`config.mk`:
```
export PLATFORM = sky130hd
export DESIGN_NAME = axil_up_bridge
export DESIGN_NICKNAME = d
export VERILOG_FILES = /design/src/rtl/axil_up_bridge.sv
export SDC_FILE = /design/constraint.sdc
export NUM_CORES = 1
export LEC_CHECK = 0
export CORE_ASPECT_RATIO = 0.8
export CORE_MARGIN = 3
export CORE_UTILIZATION = 36
export CTS_CLUSTER_SIZE = 28
export DETAILED_ROUTE_END_ITERATION = 10
export GPL_TIMING_DRIVEN = 0
export HOLD_SLACK_MARGIN = 0.12
export PLACE_DENSITY = 0.77
export RECOVER_POWER = 50
export SETUP_SLACK_MARGIN = 0.02
export SYNTH_ARGS = -nofsm -noshare
export SYNTH_HDL_FRONTEND = slang
export SYNTH_SLANG_ARGS = --single-unit
```
`constraint.sdc`:
```
create_clock -name clk -period 1.7 [get_ports clk]
set_clock_uncertainty 0.2 [all_clocks]
set_input_delay 0.17 -clock clk [delete_from_list [all_inputs] [get_ports clk]]
set_output_delay 0.17 -clock clk [all_outputs]
set_load 0.01 [all_outputs]
```
`src/rtl/axil_up_bridge.sv`:
```
// ---------------------------------------------------------------------------
// axil_up_bridge
//   AXI4-Lite slave to UP_WR / UP_RD master bridge. Each AXI transaction is
//   turned into a single one-cycle UP request, and the bridge then waits for
//   the UP acknowledge. The write and read paths are independent and may be
//   in flight at the same time. Each path has at most one transaction
//   outstanding.
//
//   Optional feature macro: AXIL_UP_BRIDGE_TIMEOUT_EN
//     defined   : each path has a 16-bit wait counter. After C_TIMEOUT cycles
//                 in WAIT with no ack, the transaction ends with SLVERR
//                 (rdata = 0 for reads).
//     undefined : WAIT holds until ack, the response is always OKAY and
//                 C_TIMEOUT is unused.
//
// Parameters
//   C_ADDR_WIDTH   UP word-address width
//   C_DATA_WIDTH   data width, 32 or 64
//   C_TIMEOUT      ack wait budget in cycles, 1..65535
//
// Ports
//   clk, rst_n                 clock, async active-low reset
//   s_axi_aw*/w*/b*            AXI4-Lite write address/data/response
//   s_axi_ar*/r*               AXI4-Lite read address/data
//   up_wr_addr/be/req/din/ack  UP write request and acknowledge
//   up_rd_addr/req/dout/ack    UP read request, data and acknowledge
// ---------------------------------------------------------------------------
module axil_up_bridge #(
    parameter int unsigned C_ADDR_WIDTH = 10,
    parameter int unsigned C_DATA_WIDTH = 32,
    parameter int unsigned C_TIMEOUT    = 255
) (
    input  logic                                              clk,
    input  logic                                              rst_n,
    input  logic [C_ADDR_WIDTH+$clog2(C_DATA_WIDTH/8)-1:0]    s_axi_awaddr,
    input  logic                                              s_axi_awvalid,
    output logic                                              s_axi_awready,
    input  logic [C_DATA_WIDTH-1:0]                           s_axi_wdata,
    input  logic [C_DATA_WIDTH/8-1:0]                         s_axi_wstrb,
    input  logic                                              s_axi_wvalid,
    output logic                                              s_axi_wready,
    output logic [1:0]                                        s_axi_bresp,
    output logic                                              s_axi_bvalid,
    input  logic                                              s_axi_bready,
    input  logic [C_ADDR_WIDTH+$clog2(C_DATA_WIDTH/8)-1:0]    s_axi_araddr,
    input  logic                                              s_axi_arvalid,
    output logic                                              s_axi_arready,
    output logic [C_DATA_WIDTH-1:0]                           s_axi_rdata,
    output logic [1:0]                                        s_axi_rresp,
    output logic                                              s_axi_rvalid,
    input  logic                                              s_axi_rready,
    output logic [C_ADDR_WIDTH-1:0]                           up_wr_addr,
    output logic [C_DATA_WIDTH/8-1:0]                         up_wr_be,
    output logic                                              up_wr_req,
    output logic [C_DATA_WIDTH-1:0]                           up_wr_din,
    input  logic                                              up_wr_ack,
    output logic [C_ADDR_WIDTH-1:0]                           up_rd_addr,
    output logic                                              up_rd_req,
    input  logic [C_DATA_WIDTH-1:0]                           up_rd_dout,
    input  logic                                              up_rd_ack
);

    localparam int unsigned SW = C_DATA_WIDTH / 8;
    localparam int unsigned AW = C_ADDR_WIDTH + $clog2(SW);
    localparam int unsigned LW = AW - C_ADDR_WIDTH;

    localparam logic [1:0] RESP_OKAY   = 2'b00;
    localparam logic [1:0] RESP_SLVERR = 2'b10;

    typedef enum logic [1:0] {W_IDLE, W_REQ, W_WAIT, W_RESP} w_state_t;
    typedef enum logic [1:0] {R_IDLE, R_REQ, R_WAIT, R_RESP} r_state_t;

    w_state_t w_state, w_next;
    r_state_t r_state, r_next;

    logic ready_en;
    logic w_timeout;
    logic r_timeout;

    // The byte-lane bits of the AXI address carry no information on the UP side
    logic unused_addr;
    assign unused_addr = ^{s_axi_awaddr[LW-1:0], s_axi_araddr[LW-1:0]};

    // Holds the ready outputs low for the first cycle after reset release
    always_ff @(posedge clk or negedge rst_n) begin
        if (!rst_n) begin
            ready_en <= 1'b0;
        end else begin
            ready_en <= 1'b1;
        end
    end

    // ------------------------------------------------------------ write FSM
    // State register
    always_ff @(posedge clk or negedge rst_n) begin
        if (!rst_n) begin
            w_state <= W_IDLE;
        end else begin
            w_state <= w_next;
        end
    end

    // Next state; an ack takes priority over a coinciding timeout
    always_comb begin
        w_next = w_state;
        unique case (w_state)
            W_IDLE:  if (s_axi_awready)            w_next = W_REQ;
            W_REQ:                                 w_next = W_WAIT;
            W_WAIT:  if (up_wr_ack || w_timeout)   w_next = W_RESP;
            W_RESP:  if (s_axi_bready)             w_next = W_IDLE;
            default:                               w_next = W_IDLE;
        endcase
    end

    // Outputs; AW and W are only ever accepted together
    always_comb begin
        s_axi_awready = 1'b0;
        s_axi_wready  = 1'b0;
        up_wr_req     = 1'b0;
        s_axi_bvalid  = 1'b0;
        unique case (w_state)
            W_IDLE: begin
                s_axi_awready = s_axi_awvalid & s_axi_wvalid & ready_en;
                s_axi_wready  = s_axi_awvalid & s_axi_wvalid & ready_en;
            end
            W_REQ:   up_wr_req    = 1'b1;
            W_WAIT:  ;
            W_RESP:  s_axi_bvalid = 1'b1;
            default: ;
        endcase
    end

    // Write request payload and response code
    always_ff @(posedge clk or negedge rst_n) begin
        if (!rst_n) begin
            up_wr_addr  <= '0;
            up_wr_be    <= '0;
            up_wr_din   <= '0;
            s_axi_bresp <= RESP_OKAY;
        end else begin
            if (s_axi_awready) begin
                up_wr_addr <= s_axi_awaddr[AW-1 -: C_ADDR_WIDTH];
                up_wr_be   <= s_axi_wstrb;
                up_wr_din  <= s_axi_wdata;
            end
            if (w_state == W_WAIT) begin
                if (up_wr_ack) begin
                    s_axi_bresp <= RESP_OKAY;
                end else if (w_timeout) begin
                    s_axi_bresp <= RESP_SLVERR;
                end
            end
        end
    end

    // ------------------------------------------------------------- read FSM
    // State register
    always_ff @(posedge clk or negedge rst_n) begin
        if (!rst_n) begin
            r_state <= R_IDLE;
        end else begin
            r_state <= r_next;
        end
    end

    // Next state; an ack takes priority over a coinciding timeout
    always_comb begin
        r_next = r_state;
        unique case (r_state)
            R_IDLE:  if (s_axi_arready)            r_next = R_REQ;
            R_REQ:                                 r_next = R_WAIT;
            R_WAIT:  if (up_rd_ack || r_timeout)   r_next = R_RESP;
            R_RESP:  if (s_axi_rready)             r_next = R_IDLE;
            default:                               r_next = R_IDLE;
        endcase
    end

    // Outputs
    always_comb begin
        s_axi_arready = 1'b0;
        up_rd_req     = 1'b0;
        s_axi_rvalid  = 1'b0;
        unique case (r_state)
            R_IDLE:  s_axi_arready = s_axi_arvalid & ready_en;
            R_REQ:   up_rd_req     = 1'b1;
            R_WAIT:  ;
            R_RESP:  s_axi_rvalid  = 1'b1;
            default: ;
        endcase
    end

    // Read request address, captured data and response code
    always_ff @(posedge clk or negedge rst_n) begin
        if (!rst_n) begin
            up_rd_addr  <= '0;
            s_axi_rdata <= '0;
            s_axi_rresp <= RESP_OKAY;
        end else begin
            if (s_axi_arready) begin
                up_rd_addr <= s_axi_araddr[AW-1 -: C_ADDR_WIDTH];
            end
            if (r_state == R_WAIT) begin
                if (up_rd_ack) begin
                    s_axi_rdata <= up_rd_dout;
                    s_axi_rresp <= RESP_OKAY;
                end else if (r_timeout) begin
                    s_axi_rdata <= '0;
                    s_axi_rresp <= RESP_SLVERR;
                end
            end
        end
    end

    // ---------------------------------------------------------- ack timeout
`ifdef AXIL_UP_BRIDGE_TIMEOUT_EN
    // Counters read 0 in the first WAIT cycle, so firing on C_TIMEOUT-1
    // keeps each path in WAIT for exactly C_TIMEOUT cycles.
    localparam logic [15:0] TO_LAST = 16'(C_TIMEOUT - 1);

    logic [15:0] w_cnt;
    logic [15:0] r_cnt;

    always_ff @(posedge clk or negedge rst_n) begin
        if (!rst_n) begin
            w_cnt <= 16'd0;
        end else if (w_state == W_REQ) begin
            w_cnt <= 16'd0;
        end else if (w_state == W_WAIT) begin
            w_cnt <= w_cnt + 16'd1;
        end
    end

    always_ff @(posedge clk or negedge rst_n) begin
        if (!rst_n) begin
            r_cnt <= 16'd0;
        end else if (r_state == R_REQ) begin
            r_cnt <= 16'd0;
        end else if (r_state == R_WAIT) begin
            r_cnt <= r_cnt + 16'd1;
        end
    end

    assign w_timeout = (w_state == W_WAIT) && (w_cnt == TO_LAST);
    assign r_timeout = (r_state == R_WAIT) && (r_cnt == TO_LAST);
`else
    logic unused_cfg;
    assign unused_cfg = ^(16'(C_TIMEOUT));
    assign w_timeout  = 1'b0;
    assign r_timeout  = 1'b0;
`endif

endmodule

```
==> metrics.md, run 1 <==
| Metric | Value |
|---|---|
| Outcome | `finished with violations` |
| Violated checks | `setup timing` |
| Synthesized netlist cell count | `230` |
| Ant. Diodes | `0` |
| Port bufs | `191` |
| Clock Tree Root | `clkbuf_16` |
| Die height | `97.80 microns` |
| Multi-input gate area | `1524 sq um` |
| Warnings, synthesis | `0` |
| Iteration-0 DRC count of the detailed router | `90` |
| Mapped Area | `3792 sq um` |
| Sequential share of the synthesized area | `61.37%` |
| Yosys reg bits | `93` |
| Fillers | `736` |
| CP max-delay cell | `dfrtp_1` |
| Setup crit end kind | `flop` |
| Setup ws final | `-0.1954 ns` |
| Clk Latency, worst-skew pair | `0.33 ns` |
| I/O pin total | `200` |
| Nets | `572` |
| Largest net degree at the start of global routing | `54` |
| RSZ-0062 raised after global routing | `true` |
| Total track usage | `16.64%` |
| F_max | `527.6 MHz` |
| Critical path type | `reg2reg` |
| Crit path required time | `1.71 ns` |
| CTS Sinks | `93` |
| Arrival time worst endpoint | `1.91 ns` |
| Most frequent CP cell | `buf_12` |
| PD cells | `1790 nW/um^2` |
| Avg Synthesized Cell Area | `16.49 sq um` |
| Max_cap viols | `0` |
| Crit path time final | `1.895 ns` |
| Via count | `2712` |
| Initial Util | `38.19%` |
| Detailed Route WL | `10220 microns` |
| Layout area overhead | `77.70%` |
| DRT antenna net count | `0` |
| Clk slew on worst S/H paths | `0.06 ns` |
| Core Util, Final | `67.87%` |
| Final period util | `111.5%` |
| Drt wl/cell | `16.98 microns` |
| Antenna violations before repair | `0` |
| Layout cells sized above 1 | `34.76%` |
| Row count | `32` |
| DR pass1 iterations | `4` |
| CTS Buffer Depth | `2` |
| Grt ovf | `0` |
| Worst slew pin tran | `1.061 ns` |
| Sequential Area | `2327 sq um` |
| Hold Violations, Final | `0` |
| CTS buffer count | `9` |
| Vias per cell | `4.505` |
| Crit path max fanout | `5` |
| Slew headroom | `29.26%` |
| RD Place Congestion | `0.7614` |
| Static leakage | `3.152 nW` |
| Die X | `120.8 microns` |
| Peak VDD IR | `1084 uV` |
| First-pass GRT wire length | `15500 microns` |
| CP max stage delay | `0.39 ns` |
| Vias in the first global route | `3094` |
| H-tree depth reported by CTS | `3` |
| Setup TNS after final layout | `-6.503 ns` |
| Synth unique cells | `16` |
| CTS tree | `done` |
| Core area | `9930 sq um` |
| Fin. max-slew vios | `0` |
| Min-delay worst type | `in2reg` |
| Final setup fails | `76` |
| DR DRC count | `0` |
| Die ar. | `11810 sq um` |
| Critical path cell sequence | `inv_2 -> ha_4 -> nand4_1 -> buf_6 -> buf_12 -> buf_4 -> buf_12 -> mux2_4` |
| Critical Path Start Type | `flop` |
| Post-DP HPWL | `7087 microns` |
## layer usage
| layer | vias to the layer above | global-route usage, % | routed length (microns) | share of wire (%) |
|---|---|---|---|---|
| met5 | - | 0 | 0 | 0 |
| met4 | 0 | 5.226 | 78 | 0.76 |
| met3 | 7 | 6.369 | 787 | 7.7 |
| met2 | 110 | 28.81 | 5070 | 50 |
| met1 | 1353 | 19.08 | 4284 | 42 |
| li1 | 1242 | - | - | - |
## path summary, 6_finish.rpt
kind,start,endpoint,slack [ns],depth (start not counted)
worst max register to register,w_state[0]$_DFFE_PN0P_,up_wr_din[6]$_DFFE_PN0P_,-0.20,8
max in group asynchronous,rst_n,ready_en$_DFF_PN0_,0.14,3
min in group asynchronous,rst_n,s_axi_rdata[18]$_DFFE_PN0P_,0.36,2
worst min-delay path,s_axi_wdata[22],up_wr_din[22]$_DFFE_PN0P_,0.25,2
worst min register to register,up_rd_addr[6]$_DFFE_PN0P_,up_rd_addr[6]$_DFFE_PN0P_,0.30,1
worst max-delay path,w_state[0]$_DFFE_PN0P_,up_wr_din[6]$_DFFE_PN0P_,-0.20,8
## power by group
| part | switching [W] | total, W | internal (W) | leakage (nW) |
|---|---|---|---|---|
| clock network | 0.000806 | 0.00199 | 0.00118 | 0.142 |
| registers | 0.000609 | 0.00396 | 0.00335 | 1.12 |
| logic | 0.00208 | 0.00612 | 0.00404 | 1.89 |
| total | 0.00350 | 0.0121 | 0.00856 | 3.15 |
## cell usage after synthesis
| master | count | area share [%] |
|---|---|---|
| conb_1 | 2 | 0.20 |
| nand2_1 | 2 | 0.20 |
| buf_2 | 6 | 0.79 |
| nand4_1 | 1 | 0.17 |
| inv_1 | 10 | 0.99 |
| a222oi_1 | 2 | 0.53 |
| nand3_1 | 2 | 0.26 |
| mux2i_1 | 2 | 0.53 |
| mux2_2 | 60 | 18 |
| mux2_1 | 1 | 0.30 |
| buf_4 | 5 | 0.99 |
| nor2_1 | 2 | 0.20 |
| mux2_4 | 29 | 11 |
| buf_6 | 3 | 0.89 |
| dfrtp_1 | 93 | 61 |
| ha_1 | 10 | 3.3 |
## kinds of logic (layout without fill, tap and decap cells)
family / after synthesis / in the layout / share of synthesized area (%)
buffers and inverters: 24 / 257 / 3.662
AOI/OAI and AO/OA: 2 / 2 / 0.5279
and+or+nand+nor: 7 / 7 / 0.8251
muxes: 92 / 92 / 30.12
adders and majority gates: 10 / 10 / 3.299
DFF: 93 / 93 / 61.37
other: 2 / 5 / 0.1980
## worst max-delay path: cells and delay by family (launching register included)
kind | cells | cell delay [ns]
buffers and inverters | 5 | 0.65
DFF | 1 | 0.39
muxes | 1 | 0.30
adders and majority gates | 1 | 0.13
and+or+nand+nor | 1 | 0.11
## state kept, by name (all words and copies together) (netlist names)
register and flops:
up_wr_addr 10, w_state 2, up_wr_be 4, up_rd_addr 10, r_state 2, ready_en 1, up_wr_din 32, s_axi_rdata 32
## stage by stage
| stage | total power (W) | cells | hold WS, ns | cell area (sq um) | setup slack, ns |
|---|---|---|---|---|---|
| 6_report | 0.01206 | 602 | 0.2455 | 6739 | -0.1954 |
| 4_1_cts | 0.01167 | 597 | 0.1706 | 6525 | -0.2270 |
| 5_1_grt | 0.01272 | 602 | 0.2314 | 6739 | -0.2912 |
| 3_3_place_gp | 0.009017 | 560 | 0.2865 | 5917 | -3.123 |
| 2_1_floorplan | 0.006229 | 233 | -0.3256 | 3835 | -0.02031 |
| 3_5_place_dp | 0.009195 | 561 | -0.007158 | 5942 | -0.6084 |
## repair_timing
action | CTS | global route
setup endpoints to repair | 95 | 95
endpoints found under the hold margin | 93 | 0
cloned | 1 | 3
buffers inserted | 24 | 5
gates resized for setup | 59 | 42
pin swaps | 5 | 4
hold buffers | 1 | 0
## area by class of cell
class | instances | share of cell area, %
Sequential cell | 93 | 34.53
Timing Repair Buffer | 218 | 32.79
Multi-Input combinational cell | 116 | 22.61
Clock buffer | 11 | 3.602
Tap cell | 136 | 2.525
Buffer | 13 | 2.432
Clock inverter | 5 | 0.8726
Inverter | 10 | 0.6313
## cells in the final DEF, fill, tap and decap left out, drive strengths merged
master,Yosys,routed
dlygate4sd3,0,1
mux2i,2,2
clkinvlp,0,2
clkdlybuf4s50,0,183
a222oi,2,2
buf,14,40
nand3,2,2
nand4,1,1
inv,10,10
nor2,2,2
bufinv,0,1
ha,10,10
clkbuf,0,18
mux2,90,90
dfrtp,93,93
clkinv,0,2
conb,2,5
nand2,2,2
Note: power is estimated with default switching activity, not from simulation.
==> run 2: changes to the inputs <==
Settings changed: MAX_ROUTING_LAYER from default to met4.
==> run 2 against run 1 <==
The flow still finishes with violations (setup timing). Worst hold slack is essentially flat. Sequential power is essentially flat. Non-clock buffer count unchanged. Utilization unchanged. Cell area unchanged. Fmax hardly changed. Combinational power hardly changed. First-iteration DRC count shrank 3.3%. Sequential share of layout area unchanged. Critical path depth is the same. Critical path type unchanged. Critical endpoint unchanged. Largest cell class unchanged. Largest power group unchanged.
==> metrics.md, run 2 (synthesis results as in run 1) <==
| Metric | Value |
|---|---|
| Outcome | `finished with violations` |
| Violated checks | `setup timing` |
| Placed cells | `561 (unchanged)` |
| Die height | `97.80 microns (unchanged)` |
| Layout cells sized above 1 | `34.76% (unchanged)` |
| Setup ws final | `-0.1954 ns (-0.00002700 ns)` |
| Core Util, Final | `67.87% (unchanged)` |
| Static leakage | `3.152 nW (unchanged)` |
| Layout area overhead | `77.70% (unchanged)` |
| F_max | `527.6 MHz (about the same)` |
| Initial Util | `38.19% (unchanged)` |
| Setup crit end kind | `flop` |
| CTS buffer count | `9 (unchanged)` |
| Clk slew on worst S/H paths | `0.06 ns (about the same)` |
| Drt wl/cell | `16.98 microns (about the same)` |
| Crit path max fanout | `5 (unchanged)` |
| Setup TNS after final layout | `-6.526 ns (-0.02269 ns)` |
| CTS tree | `done` |
| Port bufs | `191 (unchanged)` |
| Clock Tree Root | `clkbuf_16` |
| Clock Power Share | `16.5% (about the same)` |
| Most frequent cells in the layout | `clkdlybuf4s50_1, dfrtp_1, mux2_4` |
| CTS Buffer Depth | `2 (unchanged)` |
| Post-DP HPWL | `7087 microns (unchanged)` |
| Fin cells | `602 (unchanged)` |
| Via count | `2716 (+0.15%)` |
| Core area | `9930 sq um (unchanged)` |
| Hold Violations, Final | `0 (unchanged)` |
| Arrival time worst endpoint | `1.91 ns (about the same)` |
| Antenna violations before repair | `0 (unchanged)` |
| H-tree depth reported by CTS | `3 (unchanged)` |
| Fin. max-slew vios | `0 (unchanged)` |
| Row count | `32 (unchanged)` |
| Hold Slack | `0.2452 ns (-0.0002380 ns)` |
| Crit path required time | `1.71 ns (about the same)` |
| Detailed Route WL | `10220 microns (about the same)` |
| DR pass1 iterations | `4 (unchanged)` |
| Vias per cell | `4.512 (+0.15%)` |
| Switching share of power | `29.04% (+0.037 points)` |
| PD cells | `1791 nW/um^2 (about the same)` |
| Max_cap viols | `0 (unchanged)` |
| Vias in the first global route | `3109 (+0.48%)` |
| I/O pin total | `200 (unchanged)` |
| Ant. Diodes | `0 (unchanged)` |
| DR DRC count | `0 (unchanged)` |
| First-pass GRT wire length | `15440 microns (-0.40%)` |
| Grt ovf | `0 (unchanged)` |
| Worst slew pin tran | `1.060 ns (-0.0006728 ns)` |
| Largest net degree at the start of global routing | `54 (unchanged)` |
| Gate power share | `50.7% (about the same)` |
| RSZ-0062 raised after global routing | `true` |
| Total track usage | `17.16% (+0.52 points)` |
| Sequential fraction of design power | `32.8% (about the same)` |
| Nets | `572 (unchanged)` |
| Overall Power | `0.01207 W (about the same)` |
| Min-delay worst type | `in2reg` |
| Die X | `120.8 microns (unchanged)` |
| Crit path time final | `1.895 ns (+0.00002700 ns)` |
| Final setup fails | `76 (unchanged)` |
| Critical Path Start Type | `flop` |
| Critical path type | `reg2reg` |
| CTS Sinks | `93 (unchanged)` |
| Clk Latency, worst-skew pair | `0.33 ns (about the same)` |
| P_int | `0.008564 W (about the same)` |
| Final period util | `111.5% (about the same)` |
| Peak VDD IR | `1085 uV (+0.11%)` |
| DRT antenna net count | `0 (unchanged)` |
| Slew headroom | `29.31% (+0.045 points)` |
| Iteration-0 DRC count of the detailed router | `87 (-3.3%)` |
| Switch Pwr | `0.003505 W (+0.18%)` |
| Die ar. | `11810 sq um (unchanged)` |
| Commonest non-fill, non-tap cell in the layout | `clkdlybuf4s50_1` |
| Top flop regs | `s_axi_rdata: 32 flops, up_wr_din: 32 flops` |
| RD Place Congestion | `0.7714 (+1.3%)` |
-- run 2: worst paths after layout --
| kind | from | end | slack (ns) | cells past startpoint |
|---|---|---|---|---|
| min reg2reg | up_rd_addr[6]$_DFFE_PN0P_ | up_rd_addr[6]$_DFFE_PN0P_ | 0.30 | 1 |
| max | w_state[0]$_DFFE_PN0P_ | up_wr_din[6]$_DFFE_PN0P_ | -0.20 | 8 |
| max reg2reg | w_state[0]$_DFFE_PN0P_ | up_wr_din[6]$_DFFE_PN0P_ | -0.20 | 8 |
| min | s_axi_wdata[22] | up_wr_din[22]$_DFFE_PN0P_ | 0.25 | 2 |
| min in group asynchronous | rst_n | s_axi_rdata[18]$_DFFE_PN0P_ | 0.36 | 2 |
| max in group asynchronous | rst_n | ready_en$_DFF_PN0_ | 0.14 | 3 |
-- run 2: critical path: stages (launching register included) --
cell	delay [ns]
dfrtp_1	0.39
inv_2	0.09
ha_4	0.13
nand4_1	0.11
buf_6	0.15
buf_12	0.12
buf_4	0.15
buf_12	0.14
mux2_4	0.30
-- run 2: cell type report --
type	instances	area, sq um
Multi-Input combinational cell	116	1524
Clock buffer	11	242.7
Fill cell	736	3191
Buffer	13	163.9
Tap cell	136	170.2
Inverter	10	42.54
Sequential cell	93	2327
Timing Repair Buffer	218	2210
Clock inverter	5	58.81
-- run 2: timing repair --
item	in CTS	in global routing
cloned	1	3
pin swaps	5	4
buffers inserted	24	5
hold endpoints to repair	93	0
hold buffers	1	0
endpoints found under the setup margin	95	95
resized for setup	59	42
-- run 2: layer usage --
| layer | part of all wire, % | track usage (%) | wire, microns | vias to the layer above |
|---|---|---|---|---|
| met1 | 44 | 20.31 | 4480 | 1357 |
| met2 | 50 | 28.77 | 5080 | 110 |
| li1 | - | - | - | 1242 |
| met4 | 0.76 | 5.226 | 78 | 0 |
| met5 | 0 | - | 0 | - |
| met3 | 5.7 | 4.574 | 583 | 7 |
-- run 2: power by group through the flow --
stage,sequential (W),combinational [W],clock (W)
global route,0.00411,0.00645,0.00215
floorplan,0.00445,0.00178,0
finish,0.00396,0.00612,0.00199
CTS,0.00393,0.00567,0.00207
global placement,0.00390,0.00512,0
detailed placement,0.00398,0.00522,0
-- run 2: metrics by stage --
stage,area [sq um],worst slack (ns)
floorplan,3835,-0.02031
finish,6739,-0.1954
global route,6739,-0.2912
global placement,5917,-3.123
CTS,6525,-0.2270
detailed placement,5942,-0.6084
==> run 3: changes to the inputs <==
Settings changed: CORE_UTILIZATION 36 to 37, CTS_BUF_LIST from default to sky130_fd_sc_hd__clkbuf_4, PLACE_DENSITY 0.77 to 0.79, REMOVE_ABC_BUFFERS from default to 1, TNS_END_PERCENT from default to 10.
==> run 3 against run 2 <==
The flow still finishes with violations (setup timing). Register-to-register slack improved by 0.03 ns. Routed wire length grew 7.5%. Die area is 2.6% lower. Global-route usage rose by 2.3 points.
==> metrics.md, run 3 (synthesis results as in run 1) <==
| Metric | Value |
|---|---|
| Nets | `631 (+10%)` |
| Clock Power Share | `11.7% (-4.8 points)` |
| PD cells | `1445 nW/um^2 (-19%)` |
| CTS tree | `done` |
| Die height | `96.55 microns (-1.3%)` |
| CP max stage delay | `0.43 ns (+0.04 ns)` |
| Iteration-0 DRC count of the detailed router | `59 (-32%)` |
| R2R cell count | `4 (-4)` |
| I/O pin total | `200 (unchanged)` |
| Reg2Reg Launch Point | `r_state[0]$_DFFE_PN0P_` |
| First-pass GRT wire length | `16910 microns (+9.6%)` |
| DR pass1 iterations | `4 (unchanged)` |
| CTS Buffer Depth | `2 (unchanged)` |
| Final setup fails | `79 (+3.9%)` |
| RD Place Congestion | `0.6551 (-15%)` |
| Sequential fraction of design power | `38.9% (+6.1 points)` |
| Core area | `9809 sq um (-1.2%)` |
| Crit path time final | `1.865 ns (-0.03028 ns)` |
| Switching share of power | `33.13% (+4.1 points)` |
| DR DRC count | `0 (unchanged)` |
| Clk slew on worst S/H paths | `0.14 ns (+0.08 ns)` |
| Crit path max fanout | `2 (-3)` |
| Port bufs | `191 (unchanged)` |
| Ant. Diodes | `0 (unchanged)` |
| Setup ws final | `-0.1651 ns (+0.03028 ns)` |
| Commonest non-fill, non-tap cell in the layout | `clkdlybuf4s50_1` |
| Critical Path Start Type | `flop` |
| Clock Tree Root | `clkbuf_4` |
| Min-delay worst type | `in2reg` |
| Setup TNS after final layout | `-5.617 ns (+0.9088 ns)` |
| CP max-delay cell | `dfrtp_1` |
| Critical path type | `reg2reg` |
| Violated checks | `setup timing` |
| Critical path cell sequence | `buf_6 -> ha_2 -> a222oi_1 -> mux2_2` |
| Setup crit end kind | `flop` |
| Total track usage | `19.45% (+2.3 points)` |
| Worst Setup EP | `r_state[1]$_DFFE_PN0P_` |
| Die ar. | `11510 sq um (-2.6%)` |
| Most frequent cells in the layout | `clkdlybuf4s50_1, dfrtp_1, dlygate4sd2_1` |
| F_max | `536.2 MHz (+1.6%)` |
| Gate power share | `49.4% (-1.3 points)` |
| Clk Latency, worst-skew pair | `0.42 ns (+0.09 ns)` |
| Crit path required time | `1.82 ns (+0.11 ns)` |
| CTS Sinks | `93 (unchanged)` |
| Worst slew pin tran | `0.5425 ns (-0.5179 ns)` |
| Top delay family on crit path | `flip-flops` |
| Slew headroom | `63.83% (+35 points)` |
| Worst r2r dst | `r_state[1]$_DFFE_PN0P_` |
| Layout cells sized above 1 | `28.38% (-6.4 points)` |
| Detailed Route WL | `10990 microns (+7.5%)` |
| Top flop regs | `s_axi_rdata: 32 flops, up_wr_din: 32 flops` |
| Post-DP HPWL | `6877 microns (-3.0%)` |
| Die X | `119.2 microns (-1.3%)` |
| Outcome | `finished with violations` |
| Antenna violations before repair | `0 (unchanged)` |
| Vias per cell | `4.502 (-0.21%)` |
| Stages on the worst setup path | `4 (-4)` |
| Arrival time worst endpoint | `1.99 ns (+0.08 ns)` |
| Row count | `32 (unchanged)` |
| Worst Setup SP | `r_state[0]$_DFFE_PN0P_` |
| DRT antenna net count | `0 (unchanged)` |
| Grt ovf | `0 (unchanged)` |
| Layout area overhead | `83.34%` |
| Post-layout instance area | `6953 sq um (+3.2%)` |
| Overall Power | `0.01005 W (-17%)` |
| Switch Pwr | `0.003330 W (-5.0%)` |
| Drt wl/cell | `16.63 microns (-2.1%)` |
| Peak VDD IR | `757.5 uV (-30%)` |
| Static leakage | `3.311 nW (+5.0%)` |
| H-tree depth reported by CTS | `3 (unchanged)` |
| CP Buf/Inv Count | `1 (-4)` |
| Initial Util | `38.66% (+0.47 points)` |
| Max_cap viols | `0 (unchanged)` |
| CTS buffer count | `9 (unchanged)` |
| Vias in the first global route | `3358 (+8.0%)` |
| Placed inst area | `5867 sq um (-1.3%)` |
| Via count | `2976 (+9.6%)` |
| Hold Violations, Final | `0 (unchanged)` |
| RSZ-0062 raised after global routing | `true` |
| P_int | `0.006720 W (-22%)` |
| Fin. max-slew vios | `0 (unchanged)` |
| Largest net degree at the start of global routing | `57 (+5.6%)` |
| FF-to-FF setup slack | `-0.17 ns (+0.03 ns)` |
| Final period util | `109.7% (-1.8 points)` |
==> run 3: power groups by stage <==
stage	Sequential [W]	Combinational (W)	Clock (W)
CTS	0.00389	0.00490	0.00124
detailed placement	0.00397	0.00516	0
global route	0.00405	0.00532	0.00131
floorplan	0.00444	0.00174	0
global placement	0.00391	0.00507	0
finish	0.00391	0.00497	0.00117
==> run 3: what timing repair did <==
item | 4_1_cts | 5_1_grt
pin swaps | 5 | 2
setup buffers | 17 | 2
setup endpoints to repair | 186 | 113
endpoints found under the hold margin | 163 | 4
cloned | 1 | 1
resized for setup | 149 | 1
hold buffers | 72 | 4
==> run 3: final cells by class <==
cell class	count	area, sq um
fillers	694	2856
multi-input cells	116	1414
clock inverters	7	66.31
inverters	10	40.04
flip-flops and latches	93	2327
clock buffers	9	67.56
repair buffers	290	2868
well taps	136	170.2
==> run 3: metrics by stage <==
step / cells / worst slack [ns] / utilization, % / hold slack [ns]
detailed placement: 550 / -0.8512 / 59.81 / -0.02588
global route: 661 / -0.2922 / 70.88 / 0.1202
CTS: 654 / -0.1879 / 70.06 / 0.1201
finish: 661 / -0.1651 / 70.88 / 0.1617
floorplan: 219 / -1.944 / - / -0.3256
global placement: 546 / -3.138 / 58.97 / 0.2862
==> run 3: routing by layer <==
metal	vias to the layer above	wire length, microns	share of wire [%]	track usage (%)
met5	-	0	0	-
met4	0	208	1.9	6.557
met3	23	621	5.6	5.180
met2	123	5884	54	34.65
met1	1471	4277	39	21.52
li1	1359	-	-	-
==> run 3: worst register-to-register path, cell delays in order (launching register included) <==
cell and delay, ns:
dfrtp_1 0.43, buf_6 0.13, ha_2 0.20, a222oi_1 0.42, mux2_2 0.38
==> run 3: how the worst min path moves through the flow <==
stage,startpoint,endpoint,slack (ns),cells past startpoint
after detailed placement,rst_n,s_axi_rdata[14]$_DFFE_PN0P_,-0.03,1
after global placement,up_rd_addr[7]$_DFFE_PN0P_,up_rd_addr[7]$_DFFE_PN0P_,0.29,1
final,s_axi_awaddr[8],up_wr_addr[6]$_DFFE_PN0P_,0.16,2
after global routing,s_axi_araddr[8],up_rd_addr[6]$_DFFE_PN0P_,0.12,2
after floorplan,rst_n,r_state[0]$_DFFE_PN0P_,-0.33,0
after CTS,s_axi_awaddr[8],up_wr_addr[6]$_DFFE_PN0P_,0.12,2
